<file path="config.mk">
export PLATFORM = sky130hd
export DESIGN_NAME = bp_update_scheduler
export DESIGN_NICKNAME = d
export VERILOG_FILES = /design/src/rtl/bp_pkg.sv /design/src/rtl/bp_update_fifo.sv /design/src/rtl/bp_update_scheduler.sv
export SDC_FILE = /design/constraint.sdc
export NUM_CORES = 1
export LEC_CHECK = 0
export ABC_AREA = 1
export BUFFER_PORTS_ARGS = -buffer_cell sky130_fd_sc_hd__buf_2
export CAP_MARGIN = 20
export CORE_MARGIN = 1.5
export CORE_UTILIZATION = 59
export CTS_CLUSTER_SIZE = 40
export DETAILED_ROUTE_END_ITERATION = 16
export GPL_TIMING_DRIVEN = 0
export PLACE_DENSITY = 0.8
export SYNTH_ARGS = -nofsm -noshare
export SYNTH_HDL_FRONTEND = slang
export SYNTH_SLANG_ARGS = --single-unit
</file>
<file path="constraint.sdc">
create_clock -name clk -period 5.1 [get_ports clk]
set_input_delay 0.51 -clock clk [delete_from_list [all_inputs] [get_ports clk]]
set_output_delay 0.51 -clock clk [all_outputs]
set_load 0.01 [all_outputs]
</file>
<file path="src/rtl/bp_pkg.sv">
// bp_pkg: shared types, constants and helpers for the branch-predictor update scheduler.
package bp_pkg;

   localparam int WORD_SIZE = 16;
   localparam logic [1:0] BHT_RESET = 2'b10;

   typedef enum logic {
      ST_CLEAR = 1'b0,
      ST_RUN   = 1'b1
   } bp_state_e;

   // idx/tag are held zero-extended to WORD_SIZE so the entry layout does not depend on BTB_IDX_SIZE.
   typedef struct packed {
      logic [WORD_SIZE-1:0] idx;
      logic [WORD_SIZE-1:0] tag;
      logic [WORD_SIZE-1:0] target;
      logic                 train;
      logic                 taken;
   } bp_entry_t;

   function automatic logic [15:0] sat_inc16(input logic [15:0] v);
      return (v == 16'hFFFF) ? v : v + 16'd1;
   endfunction

endpackage

</file>
<file path="src/rtl/bp_update_fifo.sv">
// bp_update_fifo: circular queue of pending allocations with youngest-match lookup and
// per-slot merge of a training outcome.
module bp_update_fifo
   import bp_pkg::*;
#(
   parameter int DEPTH = 4
) (
   input  logic                 clk,
   input  logic                 reset_n,
   input  logic                 push,
   input  logic                 pop,
   input  logic                 flush,
   input  bp_entry_t            push_entry,
   input  logic [WORD_SIZE-1:0] match_idx,
   input  logic                 merge,
   input  logic                 merge_taken,
   output bp_entry_t            head_entry,
   output logic                 empty,
   output logic                 full,
   output logic                 match_hit,
   output logic                 match_is_head
);

   localparam int PTR_W = (DEPTH > 1) ? $clog2(DEPTH) : 1;
   localparam int CNT_W = $clog2(DEPTH) + 1;

   bp_entry_t        slots_q [DEPTH];
   logic [PTR_W-1:0] head_q, head_d, tail_q, tail_d, match_slot;
   logic [CNT_W-1:0] count_q, count_d;

   assign empty         = (count_q == '0);
   assign full          = (count_q == CNT_W'(DEPTH));
   assign head_entry    = slots_q[head_q];
   assign match_is_head = match_hit && (match_slot == head_q);

   // Walk from oldest to youngest so the last hit is the youngest match.
   always_comb begin
      match_hit  = 1'b0;
      match_slot = head_q;
      for (int i = 0; i < DEPTH; i++) begin
         if ((CNT_W'(i) < count_q) && (slots_q[head_q + PTR_W'(i)].idx == match_idx)) begin
            match_hit  = 1'b1;
            match_slot = head_q + PTR_W'(i);
         end
      end
   end

   always_comb begin
      head_d  = head_q;
      tail_d  = tail_q;
      count_d = count_q;
      if (flush) begin
         head_d  = '0;
         tail_d  = '0;
         count_d = '0;
      end else begin
         if (push) tail_d = tail_q + PTR_W'(1);
         if (pop)  head_d = head_q + PTR_W'(1);
         case ({push, pop})
            2'b10:   count_d = count_q + CNT_W'(1);
            2'b01:   count_d = count_q - CNT_W'(1);
            default: count_d = count_q;
         endcase
      end
   end

   always_ff @(posedge clk) begin
      if (!reset_n) begin
         head_q  <= '0;
         tail_q  <= '0;
         count_q <= '0;
      end else begin
         head_q  <= head_d;
         tail_q  <= tail_d;
         count_q <= count_d;
      end
   end

   // NOTE: slot storage is deliberately not reset; the occupancy count alone decides which slots are live.
   always_ff @(posedge clk) begin
      if (push) slots_q[tail_q] <= push_entry;
      if (merge) begin
         slots_q[match_slot].train <= 1'b1;
         slots_q[match_slot].taken <= merge_taken;
      end
   end

endmodule

</file>
<file path="src/rtl/bp_update_scheduler.sv">
// bp_update_scheduler: serialises ID allocations and EX training into one predictor write per cycle.
// Define BP_SCHED_STATS_EN to add saturating train/merge/full-stall counters.
module bp_update_scheduler
   import bp_pkg::*;
#(
   parameter int BTB_IDX_SIZE = 8,
   parameter int QUEUE_DEPTH  = 4
) (
   input  logic                              clk,
   input  logic                              reset_n,
   input  logic                              flush,
   input  logic                              alloc_valid,
   output logic                              alloc_ready,
   input  logic [WORD_SIZE-1:0]              alloc_pc,
   input  logic [WORD_SIZE-1:0]              alloc_target,
   input  logic                              train_valid,
   input  logic [WORD_SIZE-1:0]              train_pc,
   input  logic                              train_taken,
   output logic                              busy,
   output logic                              wr_alloc,
   output logic                              wr_train,
   output logic [BTB_IDX_SIZE-1:0]           wr_idx,
   output logic [WORD_SIZE-BTB_IDX_SIZE-1:0] wr_tag,
   output logic [WORD_SIZE-1:0]              wr_target,
   output logic                              wr_taken,
`ifdef BP_SCHED_STATS_EN
   output logic [15:0]                       stat_trains,
   output logic [15:0]                       stat_merges,
   output logic [15:0]                       stat_full_cycles,
`endif
   output logic                              wr_clear
);

   localparam int IDX_W = BTB_IDX_SIZE;
   localparam int TAG_W = WORD_SIZE - BTB_IDX_SIZE;
   localparam logic [IDX_W:0] SWEEP_END = {1'b1, {IDX_W{1'b0}}};

   bp_state_e        state_q, state_d;
   logic [IDX_W:0]   clr_cnt_q, clr_cnt_d;
   logic             busy_q, busy_d;
   logic             wr_alloc_q, wr_alloc_d, wr_train_q, wr_train_d;
   logic             wr_clear_q, wr_clear_d, wr_taken_q, wr_taken_d;
   logic [IDX_W-1:0] wr_idx_q, wr_idx_d;
   logic [TAG_W-1:0] wr_tag_q, wr_tag_d;
   logic [WORD_SIZE-1:0] wr_target_q, wr_target_d;

   logic run, issue_train, merge, pop, bypass, push;
   logic fifo_empty, fifo_full, match_hit, match_is_head;
   bp_entry_t head_entry, alloc_entry;
   logic unused_hi;

   assign run         = (state_q == ST_RUN);
   assign issue_train = run && train_valid && (flush || !match_hit);
   assign merge       = run && train_valid && !flush && match_hit;
   assign pop         = run && !flush && !fifo_empty && !issue_train && !(merge && match_is_head);
   // An alloc reaching an empty queue with no train competing is written straight through.
   assign bypass      = run && !flush && fifo_empty && alloc_valid && !train_valid;
   assign alloc_ready = run && (!fifo_full || pop);
   assign push        = alloc_valid && alloc_ready && !flush && !bypass;
   assign unused_hi   = ^{head_entry.idx[WORD_SIZE-1:IDX_W], head_entry.tag[WORD_SIZE-1:TAG_W]};

   // NOTE: every always_comb output gets a default first so no path leaves it unassigned (no latches).
   always_comb begin
      alloc_entry        = '0;
      alloc_entry.idx    = WORD_SIZE'(alloc_pc[IDX_W-1:0]);
      alloc_entry.tag    = WORD_SIZE'(alloc_pc[WORD_SIZE-1:IDX_W]);
      alloc_entry.target = alloc_target;
   end

   bp_update_fifo #(
      .DEPTH(QUEUE_DEPTH)
   ) u_fifo (
      .clk          (clk),
      .reset_n      (reset_n),
      .push         (push),
      .pop          (pop),
      .flush        (flush && run),
      .push_entry   (alloc_entry),
      .match_idx    (WORD_SIZE'(train_pc[IDX_W-1:0])),
      .merge        (merge),
      .merge_taken  (train_taken),
      .head_entry   (head_entry),
      .empty        (fifo_empty),
      .full         (fifo_full),
      .match_hit    (match_hit),
      .match_is_head(match_is_head)
   );

   always_comb begin
      state_d     = state_q;
      clr_cnt_d   = clr_cnt_q;
      busy_d      = busy_q;
      wr_alloc_d  = 1'b0;
      wr_train_d  = 1'b0;
      wr_clear_d  = 1'b0;
      wr_taken_d  = 1'b0;
      wr_idx_d    = '0;
      wr_tag_d    = '0;
      wr_target_d = '0;
      case (state_q)
         ST_CLEAR: begin
            if (clr_cnt_q == SWEEP_END) begin
               state_d = ST_RUN;
               busy_d  = 1'b0;
            end else begin
               wr_clear_d = 1'b1;
               wr_idx_d   = clr_cnt_q[IDX_W-1:0];
               clr_cnt_d  = clr_cnt_q + {{IDX_W{1'b0}}, 1'b1};
            end
         end
         ST_RUN: begin
            if (issue_train) begin
               wr_train_d = 1'b1;
               wr_idx_d   = train_pc[IDX_W-1:0];
               wr_tag_d   = train_pc[WORD_SIZE-1:IDX_W];
               wr_taken_d = train_taken;
            end else if (pop) begin
               wr_alloc_d  = 1'b1;
               wr_train_d  = head_entry.train;
               wr_taken_d  = head_entry.taken;
               wr_idx_d    = head_entry.idx[IDX_W-1:0];
               wr_tag_d    = head_entry.tag[TAG_W-1:0];
               wr_target_d = head_entry.target;
            end else if (bypass) begin
               wr_alloc_d  = 1'b1;
               wr_idx_d    = alloc_pc[IDX_W-1:0];
               wr_tag_d    = alloc_pc[WORD_SIZE-1:IDX_W];
               wr_target_d = alloc_target;
            end
         end
         default: state_d = ST_CLEAR;
      endcase
   end

   // NOTE: sequential state uses non-blocking assignments so every flop samples pre-edge values.
   always_ff @(posedge clk) begin
      if (!reset_n) begin
         state_q     <= ST_CLEAR;
         clr_cnt_q   <= '0;
         busy_q      <= 1'b1;
         wr_alloc_q  <= 1'b0;
         wr_train_q  <= 1'b0;
         wr_clear_q  <= 1'b0;
         wr_taken_q  <= 1'b0;
         wr_idx_q    <= '0;
         wr_tag_q    <= '0;
         wr_target_q <= '0;
      end else begin
         state_q     <= state_d;
         clr_cnt_q   <= clr_cnt_d;
         busy_q      <= busy_d;
         wr_alloc_q  <= wr_alloc_d;
         wr_train_q  <= wr_train_d;
         wr_clear_q  <= wr_clear_d;
         wr_taken_q  <= wr_taken_d;
         wr_idx_q    <= wr_idx_d;
         wr_tag_q    <= wr_tag_d;
         wr_target_q <= wr_target_d;
      end
   end

   assign busy      = busy_q;
   assign wr_alloc  = wr_alloc_q;
   assign wr_train  = wr_train_q;
   assign wr_clear  = wr_clear_q;
   assign wr_taken  = wr_taken_q;
   assign wr_idx    = wr_idx_q;
   assign wr_tag    = wr_tag_q;
   assign wr_target = wr_target_q;

`ifdef BP_SCHED_STATS_EN
   logic [15:0] stat_trains_q, stat_trains_d;
   logic [15:0] stat_merges_q, stat_merges_d;
   logic [15:0] stat_full_q, stat_full_d;

   always_comb begin
      stat_trains_d = issue_train ? sat_inc16(stat_trains_q) : stat_trains_q;
      stat_merges_d = merge ? sat_inc16(stat_merges_q) : stat_merges_q;
      stat_full_d   = (run && fifo_full && alloc_valid) ? sat_inc16(stat_full_q) : stat_full_q;
   end

   always_ff @(posedge clk) begin
      if (!reset_n) begin
         stat_trains_q <= '0;
         stat_merges_q <= '0;
         stat_full_q   <= '0;
      end else begin
         stat_trains_q <= stat_trains_d;
         stat_merges_q <= stat_merges_d;
         stat_full_q   <= stat_full_d;
      end
   end

   assign stat_trains      = stat_trains_q;
   assign stat_merges      = stat_merges_q;
   assign stat_full_cycles = stat_full_q;
`endif

endmodule
</file>
==> Word level (Yosys, flattened, before mapping) <==
Memory sizes are Yosys's and may differ from the RTL's. A register that Yosys moved wholly into a read port is not among the register bits.
Index checks and enable logic that the tools add are counted.
{ "op_classes": {"n_reduce_logical": 40, "bitwise": 3, "mux": 33, "n_addsub": 7, "n_eq_ne": 9, "order_cmp": 4} }
{ "op_table": {"columns": ["operator", "n"], "rows": [
  ["$eq A16 B8 Y1", 4],
  ["$mux W8", 7],
  ["$mux W16", 2],
  ["$logic_and A1 B1 Y1", 22],
  ["$mux W1", 17],
  ["$pmux W8 S2", 1],
  ["$mux W2", 5],
  ["$add A9 B1 Y9 const B", 1],
  ["$eq A9 B9 Y1 const B", 1],
  ["$logic_not A1 Y1", 8],
  ["$lt A1 B3 Y1 const A", 2],
  ["$lt A2 B3 Y1 const A", 2],
  ["$pmux W3 S2", 1],
  ["$reduce_and A2 Y1", 3],
  ["$add A2 B1 Y2 const B", 2],
  ["$add A2 B2 Y2 const B", 2],
  ["$reduce_or A2 Y1", 2],
  ["$add A3 B1 Y3 const B", 1],
  ["$eq A3 B3 Y1 const B", 1],
  ["$logic_not A3 Y1", 1],
  ["$not A1 Y1", 3],
  ["$reduce_or A3 Y1", 1],
  ["$sub A3 B1 Y3 const B", 1],
  ["$eq A2 B1 Y1 const B", 1],
  ["4 further kinds", 5]
]} }
{ "word_totals": {"mem_bits_rw": 136, "ff_bits": 54, "mem_count": 1} }
{ "mem_list": {"columns": ["memory", "words", "width", "read_ports", "rd_clocked_by_memory_dff", "write_ports", "line", "text"], "rows": [
  ["u_fifo.slots_q", 4, 34, 4, 1, 2, "bp_update_fifo.sv:27", "bp_entry_t slots_q [DEPTH];"]
]} }

==> Depth between registers and ports, before layout <==
Gate-level depths: netlist of the first run.
An unclocked memory read counts as a cell.
{ "depth": {"ltp_word": 20, "mapped_depth": 26, "depth_no_buf": 23} }

==> Modules after synthesis <==
Synthesis of the first run repeated with hierarchy kept, for this count alone.
{ "unflattened": {"cells_unflattened": 1702, "hier_area_um2": 13590.5} }
{ "by_module_without_submodules": {"columns": ["mod", "cells_each", "n_inst", "area_each_um2"], "rows": [
  ["bp_update_fifo", 1386, 1, 11370.9],
  ["bp_update_scheduler", 316, 1, 2219.6]
]} }

==> Worst setup path before layout of the first run <==
Ideal clock, no wire load.
{ "synth_path": {"path_kind": "reg2reg", "startpoint": "register u_fifo.head_q[1]", "endpoint": "memory u_fifo.slots_q[0][10] in the netlist's numbering, enable pin", "n_path_buf": 3, "required_time_ps": 4679, "slack_ps": 1355, "stages_incl_launch_ff": 22, "t_arrival_ps": 3324, "path_cell_list": "dfxtp_1 buf_4 inv_2 buf_6 nand2_4 nand2_4 buf_6 nand2_1 nand2_1 nand2_1 nand2_1 nor2_1 nand3_1 nor2_1 nor2_1 nand2_1 nand2_2 nand2_4 nand3_4 nand2_2 nand2_2 nor2_1"} }
{ "synth_rtl": {"columns": ["item", "line", "text"], "rows": [
  ["start, declared", "bp_update_fifo.sv:28", "logic [PTR_W-1:0] head_q, head_d, tail_q, tail_d, match_slot;"],
  ["start signal, assigned", "bp_update_fifo.sv:69", "head_q <= '0;"],
  ["start signal, assigned", "bp_update_fifo.sv:73", "head_q <= head_d;"],
  ["end, declared", "bp_update_fifo.sv:27", null]
]} }

==> flow_metrics.env, run 1 <==
export IMPL_clk_pin_slew_ns=0.07
export IMPL_core_area_sq_mm=0.0151
export IMPL_die_w_um=127
export IMPL_antenna_found_initial=0
export IMPL_required_ns=5.16
export IMPL_cts_buffers=17
export IMPL_cts_resized=0
export IMPL_rsz0062_at_grt="no"
export IMPL_crit_chain="buf_2, inv_1, buf_2, nand3_1, nand2_1, xor2_1, nand3_1, nor2_1, nor2_1, nand2_1, nand2_2, nand2_4, nand3_4, nand2_2, nand3_1, inv_2"
export IMPL_drc=0
export IMPL_clock_skew_final_ns=0.00784
export IMPL_syn_inst=1077
export IMPL_overflow=0
export IMPL_hp_class="primary input to flip-flop"
export IMPL_port_buffers=90
export IMPL_cts_sinks=192
export IMPL_cts_root_buf="clkbuf_16"
export IMPL_crit_cells=16
export IMPL_synth_area_leaders="edfxtp_1, nand2_1, dfxtp_1, nor2_1, nand3_1"
export IMPL_path_class="flip-flop to flip-flop"
export IMPL_min_path_cells=1
export IMPL_drive_gt1_share_pct=13.5
export IMPL_vias_per_cell=5.78
export IMPL_finalWorstSetupSlack_ns=1.26
export IMPL_layout_common_cells="nand2_1, edfxtp_1, buf_2"
export IMPL_drt_iter0_drc=827
export IMPL_postRouteAntennaNets=0
export IMPL_synth_top_area_share_pct=43.6
export IMPL_max_clock_path_buffers=2
export IMPL_min_period_ns=3.84
export IMPL_status="complete, no violations"
export IMPL_slew_viol_final=0
export IMPL_critPathBufInv=4
export IMPL_leakage_nw=4.48
export IMPL_crit_path_start_kind="flip-flop"
export IMPL_ys_seq_elements=192
export IMPL_synth_seq_area_share_pct=56.8
export IMPL_finalNetCount=1252
export IMPL_routabilityCongestion=0.947
export IMPL_layout_commonest_cell="nand2_1"
export IMPL_power_density_mw_per_mm2=303
export IMPL_final_util_pct=69.0
export IMPL_wl_per_cell_um=17.8
export IMPL_ir_worst_vdd_mv=0.252
export IMPL_firstDrtPassIters=7
export IMPL_endpoint_kind="flip-flop"
export IMPL_reg2reg_depth=16
export IMPL_grt_pass1_vias=7463
export IMPL_relSlewSlack_pct=41.4
export IMPL_num_vias=8017
export IMPL_fp_row_count=45
export IMPL_crit_arrival_ns=3.90
export IMPL_diodes=0
export IMPL_cp_common_cell="nand3_1"
export IMPL_cpMaxStageDelayCell="inv_2"
export IMPL_tightestPinTransition_ns=0.878
export IMPL_synth_area_sq_mm=0.00910
export IMPL_synth_cell_types=30
export IMPL_synth_nets=1142
export IMPL_cts_tree="done"
export IMPL_die_height_um=127
export IMPL_start_util_pct=60.1
export IMPL_hold_viol_final=0
export IMPL_timing_final_crit_share_pct=75.3
export IMPL_critPathTopFamily="buffers and inverters"
export IMPL_synth_warnings=0
export IMPL_die_area_sq_mm=0.0162
export IMPL_dp_slack_ns=1.32
export IMPL_fmax_mhz=260
export IMPL_min_from="alloc_target[15]"
export IMPL_place_hpwl_mm=16.9
export IMPL_areaGrowthSynthToFinish_pct=14.9
export IMPL_setup_viol=0
export IMPL_grtUsageTotal_pct=31.7
export IMPL_syn_avg_cell_area_sq_um=8.45
export IMPL_clk_latency_ns=0.43
export IMPL_grt_pass1_wl_mm=38.5
export IMPL_grt_max_degree=33
export IMPL_cts_hold_buf=0
export IMPL_drt_wl_total_mm=24.7
export IMPL_io_pins=92
export IMPL_critPathMaxFanout=32
export IMPL_postCtsSetupBuffers=0
export IMPL_synth_top_area_cell="edfxtp_1"
export IMPL_cp_slowest_stage_delay_ns=0.67
export IMPL_h_tree_depth=4
export IMPL_max_cap_violations=0
layout make-up:
type                            instances  area, sq um
Clock buffer                           18          429
Tap cell                              188          235
Multi-Input combinational cell        759         3400
Buffer                                 43          234
Inverter                               83          313
Clock inverter                         14          203
Fill cell                            1193         4690
Sequential cell                       192         5160
Timing Repair Buffer                   91          478
cells in the mapped netlist:
cell and instances:
buf_6 5, a21oi_1 44, nor2_4 1, nor2_1 99
inv_1 78, nor3b_1 1, buf_4 6, nor3_1 10
nand2_1 386, or2_2 2, ha_1 11, dfxtp_1 60
o21a_1 1, buf_2 10, nor2_2 1, nand3_1 74
clkbuf_1 22, inv_2 4, a31oi_1 8, nand3_4 1
nand2_2 5, clkinv_2 1, o211ai_1 2, o21ai_0 72
nand2_4 3, o21ai_1 5, xor2_1 2, edfxtp_1 132
nand4_1 5, o22ai_1 26
registers in the layout, summed over array words and instances (netlist names), 2 cells and up, named ones only:
register        count
clr_cnt_q           9
u_fifo.count_q      3
u_fifo.head_q       2
u_fifo.slots_q    136
u_fifo.tail_q       2
wr_idx              8
wr_tag              8
wr_target          16
routing by layer:
metal / track usage [%] / vias to the layer above / wire length, um
met5: 0 / - / 0
met4: 15.7 / 0 / 914
met3: 5.07 / 72 / 1950
met2: 52.0 / 414 / 11800
met1: 41.4 / 3741 / 10100
li1: - / 3790 / -
worst reg2reg max path, delay by kind of cell, from the launching register on:
family	cells	cell delay, ns
simple gates	11	1.39
flops	1	0.29
buf+inv	4	1.56
xor+xnor	1	0.21
final timing paths:
| kind | to | slack (ns) |
|---|---|---|
| worst min register to register | busy | 0.45 |
| worst min-delay path | u_fifo.slots_q[1][17] | 0.30 |
| worst max-delay path | u_fifo.slots_q[1][28] | 1.26 |
| worst max register to register | u_fifo.slots_q[1][28] | 1.26 |
cell families (layout without fill, tap and decap cells):
logic type                 after synthesis  after routing  share of synthesized area [%]
and+or+nand+nor                        588            588                           26.3
DFF                                    192            192                           56.8
AOI/OAI and AO/OA                      158            158                           9.24
buffers and inverters                  126            249                           6.01
adders and majority gates               11             11                           1.51
xor gates and xnor gates                 2              2                          0.193
power by group:
group	internal, mW	switching [mW]
clock network	0.833	0.590
registers	1.66	0.00195
logic	0.0278	0.0540
through the flow:
stage          cell area [sq um]  hold slack (ns)  total power [mW]  cells  setup TNS, ns
2_1_floorplan               9100            0.421              1.73   1077              0
3_3_place_gp                9790            0.433              1.78   1355         -16.12
3_5_place_dp                9820            0.436              1.78   1356              0
4_1_cts                    10500            0.293              3.17   1388              0
5_1_grt                    10500            0.294              3.24   1388              0
6_report                   10500            0.304              3.17   1388              0
Note: power is estimated with default switching activity, not from simulation.
==> inputs of run 2 (changes only) <==
CORE_UTILIZATION = 53   (was 59)
PLACE_DENSITY = 0.76   (was 0.8)
clock period = 3.4 ns   (was 5.1 ns; I/O delays follow)
==> run 2 against run 1 <==
Net effect:
- clock skew up 0.0044 ns
- non-clock buffer count up 9
- highest routed layer is now met5
- routed wire length down 0.62%
- design area up 1.3%
- via count down 0.82%
- combinational power up 52%
- hold slack worse by 0.17 ns
- die area up 11%
- clock power up 38%
- sequential power up 50%
- critical path depth down 3
==> flow_metrics.env, run 2 (synthesized netlist as in run 1, its figures left out) <==
export IMPL_max_cap_violations=0
export IMPL_final_fill_count=1370
export IMPL_cts_root_buf="clkbuf_16"
export IMPL_fp_row_count=47
export IMPL_start_util_pct=54.5
export IMPL_finalNetCount=1261
export IMPL_firstDrtPassIters=7
export IMPL_grt_pass1_vias=7623
export IMPL_required_ns=3.06
export IMPL_vias_per_cell=5.56
export IMPL_startpoint="u_fifo.count_q[1]"
export IMPL_postRouteAntennaNets=0
export IMPL_cp_slowest_stage_delay_ns=0.46
export IMPL_die_height_um=134
export IMPL_clk_pin_slew_ns=0.07
export IMPL_max_clock_path_buffers=2
export IMPL_overflow=0
export IMPL_power_density_mw_per_mm2=432
export IMPL_hold_viol_final=0
export IMPL_dp_cells=1388
export IMPL_hp_class="primary input to flip-flop"
export IMPL_relSlewSlack_pct=49.1
export IMPL_slew_viol_final=0
export IMPL_switching_power_mw=1.00
export IMPL_cts_buffers=17
export IMPL_endpoint_kind="primary output"
export IMPL_routabilityCongestion=0.920
export IMPL_num_vias=7951
export IMPL_final_cell_count_no_fill=1430
export IMPL_grtUsageTotal_pct=28.3
export IMPL_largest_register_ffs=136
export IMPL_cpMaxStageDelayCell="a21oi_1"
export IMPL_grt_pass1_wl_mm=38.7
export IMPL_crit_cells=13
export IMPL_final_setup_tns_ns=0
export IMPL_cts_sinks=192
export IMPL_min_period_ns=3.24
export IMPL_critPathMaxFanout=7
export IMPL_reg2reg_to="u_fifo.slots_q[1][32]"
export IMPL_crit_chain="inv_1, ha_1, a21oi_1, nand2_1, nor2_1, nand3_2, nor2_4, buf_4, inv_1, nand4_1, nand3_4, a21oi_2, buf_2"
export IMPL_die_area_sq_mm=0.0180
export IMPL_critPathTopFamily="simple AND/OR/NAND/NOR gates"
export IMPL_layout_commonest_cell="nand2_1"
export IMPL_endpoint="alloc_ready"
export IMPL_critPathBufInv=4
export IMPL_drt_wl_total_mm=24.6
export IMPL_swShare_pct=21.9
export IMPL_path_class="flip-flop to primary output"
export IMPL_io_pins=92
export IMPL_antenna_found_initial=2
export IMPL_regToRegStartpoint="u_fifo.count_q[1]"
export IMPL_leakage_nw=4.49
export IMPL_cts_hold_buf=0
export IMPL_seqPwrFrac_pct=54.6
export IMPL_port_buffers=90
export IMPL_clockPowerShare_pct=42.7
export IMPL_crit_arrival_ns=2.90
export IMPL_core_area_sq_mm=0.0167
export IMPL_drt_iter0_drc=921
export IMPL_cp_common_cell="inv_1"
export IMPL_top_register="u_fifo.slots_q"
export IMPL_finalWorstSetupSlack_ns=0.158
export IMPL_layout_common_cells="nand2_1, edfxtp_1, buf_2"
export IMPL_grt_max_degree=33
export IMPL_cts_tree="done"
export IMPL_dp_slack_ns=-0.234
export IMPL_clk_latency_ns=0.44
export IMPL_timing_final_crit_share_pct=95.3
export IMPL_setup_viol=0
export IMPL_wl_per_cell_um=17.2
export IMPL_crit_path_start_kind="flip-flop"
export IMPL_h_tree_depth=4
export IMPL_reg2reg_slack_ns=0.17
export IMPL_place_hpwl_mm=16.9
export IMPL_ir_worst_vdd_mv=0.368
export IMPL_p_comb_share_pct=2.7
export IMPL_p_int_mw=3.57
export IMPL_status="complete, no violations"
export IMPL_fmax_mhz=308
export IMPL_tightestPinTransition_ns=0.758
export IMPL_die_w_um=134
export IMPL_clock_skew_final_ns=0.0123
export IMPL_drc=0
export IMPL_areaGrowthSynthToFinish_pct=16.4
export IMPL_reg2reg_depth=14
export IMPL_drive_gt1_share_pct=15.1
-- run 2: cell types whose count changed in the layout (fill, tap and decap cells not counted), sizes merged --
| cell | delta |
|---|---|
| clkinvlp | +4 |
| clkbuf | +1 |
| diode | +1 |
| inv | -4 |
| bufinv | -3 |
| buf | +8 |
| clkinv | +3 |
-- run 2: power by group through the flow --
stage          registers (mW)  logic, mW  clock network [mW]
2_1_floorplan            2.55     0.0421                   0
3_3_place_gp             2.55      0.116                   0
3_5_place_dp             2.55      0.119                   0
4_1_cts                  2.50      0.121                1.98
5_1_grt                  2.50      0.137                2.05
6_report                 2.50      0.124                1.96
-- run 2: how the worst min path moves through the flow --
stage / from / to / slack (ns) / cells after the start
finish: alloc_pc[9] / u_fifo.slots_q[1][19] / 0.13 / 1
global placement: u_fifo.slots_q[2][1] / u_fifo.slots_q[2][1] / 0.43 / 2
detailed placement: busy / busy / 0.43 / 2
floorplan: u_fifo.slots_q[1][1] / u_fifo.slots_q[1][1] / 0.42 / 2
CTS: alloc_pc[9] / u_fifo.slots_q[2][19] / 0.11 / 1
global route: alloc_pc[9] / u_fifo.slots_q[2][19] / 0.13 / 1
-- run 2: layout make-up --
type                    instances  area (sq um)  area share (%)
inverters                      83           343            3.24
plain buffers                  43           245            2.32
flip-flops and latches        192          5170            48.8
diodes                          1          2.50          0.0236
repair buffers                100           538            5.08
clock inverters                14           154            1.45
multi-input cells             759          3440            32.5
clock buffers                  18           429            4.05
well taps                     220           275            2.60
-- run 2: metal layers --
metal | GRT usage [%] | wire (um) | vias up
li1 | - | - | 3814
met4 | 13.8 | 769 | 2
met3 | 4.65 | 2030 | 62
met5 | 0 | 13 | -
met2 | 48.2 | 12000 | 386
met1 | 35.1 | 9760 | 3687
-- run 2: worst reg2reg max path: stages, from the launching register on --
cell      delay (ns)
dfxtp_1         0.36
inv_1           0.11
ha_1            0.19
a21oi_1         0.46
nand2_1         0.12
nor2_1          0.15
nand3_2         0.13
nor2_4          0.16
buf_4           0.12
inv_1           0.03
nand4_1         0.14
nand3_4         0.18
nand2_4         0.16
nand3_1         0.18
clkinv_4        0.36
-- run 2: per-stage QoR --
stage / util (%) / cell area (sq um) / hold WS (ns) / total power, mW
2_1_floorplan: - / 9100 / 0.421 / 2.59
3_3_place_gp: 58.8 / 9830 / 0.434 / 2.67
3_5_place_dp: 59.0 / 9850 / 0.432 / 2.67
6_report: 63.4 / 10600 / 0.130 / 4.58
5_1_grt: 63.4 / 10600 / 0.131 / 4.68
4_1_cts: 62.8 / 10500 / 0.112 / 4.60
-- run 2: what timing repair did --
action                                 4_1_cts  5_1_grt
setup endpoints to repair                  121      132
setup buffers                                3        6
pin swaps                                    1        4
endpoints found under the hold margin        0        0
gates resized for setup                     10       22
==> inputs of run 3 (changes only) <==
PLACE_DENSITY = default   (was 0.76)
PLACE_DENSITY_LB_ADDON = 0.3   (was default)
==> run 3 against run 2 <==
Net effect:
- hold slack worse by 0.0034 ns
- first-iteration DRC count decreased by 13%
- core utilization increased by 0.34 points
- power rose by 0.47%
- sequential power is essentially flat
- clock power about the same
- flip-flop and latch count did not move
- register-to-register slack improved by 0.02 ns
- final cell count up 0.21%
- routed wire length is 0.74% lower
- highest routed layer unchanged
==> flow_metrics.env, run 3 (synthesized netlist as in run 1, its figures left out) <==
export IMPL_grtUsageTotal_pct=28.1
export IMPL_die_height_um=134
export IMPL_final_cell_count_no_fill=1433
export IMPL_cpMaxStageDelayCell="dfxtp_2"
export IMPL_firstDrtPassIters=5
export IMPL_hp_class="primary input to flip-flop"
export IMPL_max_clock_path_buffers=2
export IMPL_relSlewSlack_pct=49.2
export IMPL_cts_tree="done"
export IMPL_fp_row_count=47
export IMPL_areaGrowthSynthToFinish_pct=17.0
export IMPL_slew_viol_final=0
export IMPL_drc=0
export IMPL_seq_area_sq_mm=0.00517
export IMPL_cp_common_cell="nand2_1"
export IMPL_multi_input_area_sq_mm=0.00344
export IMPL_reg2reg_to="u_fifo.slots_q[2][24]"
export IMPL_endpoint_kind="primary output"
export IMPL_die_w_um=134
export IMPL_place_hpwl_mm=17.0
export IMPL_regToRegStartpoint="u_fifo.head_q[1]"
export IMPL_clk_latency_ns=0.44
export IMPL_finalWorstSetupSlack_ns=0.138
export IMPL_status="complete, no violations"
export IMPL_critPathTopFamily="simple AND/OR/NAND/NOR gates"
export IMPL_reg2reg_depth=21
export IMPL_crit_chain="buf_6, inv_2, buf_6, nand2_4, nand2_4, buf_6, nand2_1, nand2_1, nand2_1, nand2_1, nor2_1, nand3_1, nor2_2, nor2_1, nand2_1, nand2_2, nand2_4, nand3_4, a21oi_2, buf_2"
export IMPL_setup_viol=0
export IMPL_crit_arrival_ns=2.92
export IMPL_top_register="u_fifo.slots_q"
export IMPL_vias_per_cell=5.54
export IMPL_core_area_sq_mm=0.0167
export IMPL_overflow=0
export IMPL_antenna_found_initial=2
export IMPL_grt_pass1_wl_mm=38.2
export IMPL_drive_gt1_share_pct=15.3
export IMPL_drt_iter0_drc=800
export IMPL_ir_worst_vdd_mv=0.389
export IMPL_final_util_pct=63.8
export IMPL_startpoint="u_fifo.head_q[1]"
export IMPL_wl_per_cell_um=17.0
export IMPL_crit_path_start_kind="flip-flop"
export IMPL_min_period_ns=3.26
export IMPL_layout_common_cells="nand2_1, edfxtp_1, buf_2"
export IMPL_routabilityCongestion=0.953
export IMPL_hold_viol_final=0
export IMPL_grt_pass1_vias=7365
export IMPL_fmax_mhz=307
export IMPL_dp_slack_ns=-0.235
export IMPL_path_class="flip-flop to primary output"
export IMPL_finalNetCount=1264
export IMPL_cts_hold_buf=0
export IMPL_reg2reg_slack_ns=0.19
export IMPL_power_density_mw_per_mm2=432
export IMPL_largest_register_ffs=136
export IMPL_cts_root_buf="clkbuf_16"
export IMPL_timing_final_crit_share_pct=96.0
export IMPL_critPathMaxFanout=10
export IMPL_die_area_sq_mm=0.0180
export IMPL_postRouteAntennaNets=0
export IMPL_port_buffers=90
export IMPL_tightestPinTransition_ns=0.756
export IMPL_max_cap_violations=0
export IMPL_clock_skew_final_ns=0.00965
export IMPL_crit_cells=20
export IMPL_io_pins=92
export IMPL_layout_commonest_cell="nand2_1"
export IMPL_grt_max_degree=33
export IMPL_cts_sinks=192
export IMPL_cp_slowest_stage_delay_ns=0.33
export IMPL_num_vias=7941
export IMPL_start_util_pct=54.5
export IMPL_clk_pin_slew_ns=0.07
export IMPL_critPathBufInv=5
export IMPL_leakage_nw=4.52
export IMPL_final_fill_count=1404
export IMPL_cts_buffers=17
export IMPL_endpoint="alloc_ready"
export IMPL_h_tree_depth=4
export IMPL_drt_wl_total_mm=24.4
export IMPL_dp_cells=1388
export IMPL_required_ns=3.06
==> run 3: changes by cell type in the layout (fill, tap and decap cells not counted), sizes merged <==
| cell | previous run | this run |
|---|---|---|
| buf | 120 | 122 |
| bufinv | 1 | 3 |
| clkinv | 8 | 6 |
| inv | 84 | 85 |
==> run 3: power by group <==
part | internal [mW] | switching, mW
sequential | 2.49 | 0.00329
combinational | 0.0418 | 0.0818
clock | 1.09 | 0.886
total | 3.63 | 0.971
==> run 3: worst register-to-register path, stage by stage, from the launching register on <==
cell,delay [ns]
dfxtp_2,0.33
buf_6,0.13
inv_2,0.05
buf_6,0.14
nand2_4,0.08
nand2_4,0.07
buf_6,0.14
nand2_1,0.07
nand2_1,0.05
nand2_1,0.08
nand2_1,0.05
nor2_1,0.12
nand3_1,0.13
nor2_2,0.21
nor2_1,0.06
nand2_1,0.08
nand2_2,0.07
nand2_4,0.11
nand3_4,0.16
nand2_4,0.16
nand3_1,0.17
bufinv_16,0.39
==> run 3: repair_timing <==
item,in CTS,in global routing
resized for setup,12,28
pin swaps,1,7
buffers inserted,4,8
gates cloned,0,0
endpoints found under the setup margin,122,132
endpoints found under the hold margin,0,0
==> run 3: worst min path at each step <==
stage / end / slack [ns] / startpoint / cells past startpoint
global route: u_fifo.slots_q[2][6] / 0.13 / alloc_target[4] / 1
global placement: u_fifo.slots_q[2][1] / 0.43 / u_fifo.slots_q[2][1] / 2
floorplan: u_fifo.slots_q[1][1] / 0.42 / u_fifo.slots_q[1][1] / 2
detailed placement: busy / 0.44 / busy / 2
finish: u_fifo.slots_q[3][25] / 0.13 / alloc_pc[15] / 1
CTS: u_fifo.slots_q[2][6] / 0.12 / alloc_target[4] / 1
==> run 3: metal layers <==
metal	up-vias	share of wire [%]	global-route usage, %
met5	-	0.053	0
met4	2	3.6	14.1
met3	62	7.4	4.61
met2	376	49	46.7
met1	3686	40	35.8
li1	3815	-	-
==> run 3: layout make-up <==
type                    count  area share, %
well taps                 220           2.59
clock inverters            15           1.46
plain buffers              43           2.36
inverters                  83           3.51
diodes                      1         0.0235
multi-input cells         759           32.3
clock buffers              17           4.00
repair buffers            103           5.26
flip-flops and latches    192           48.5
==> run 3: metrics by stage <==
step                      TNS (ns)  total power, mW  hold slack (ns)  area, sq um
final                            0             4.60            0.126        10600
after global routing       -0.0277             4.70            0.127        10600
after CTS                        0             4.60            0.119        10500
after detailed placement    -23.58             2.67            0.439         9850
after global placement     -106.95             2.67            0.434         9830
after floorplan                  0             2.59            0.421         9100
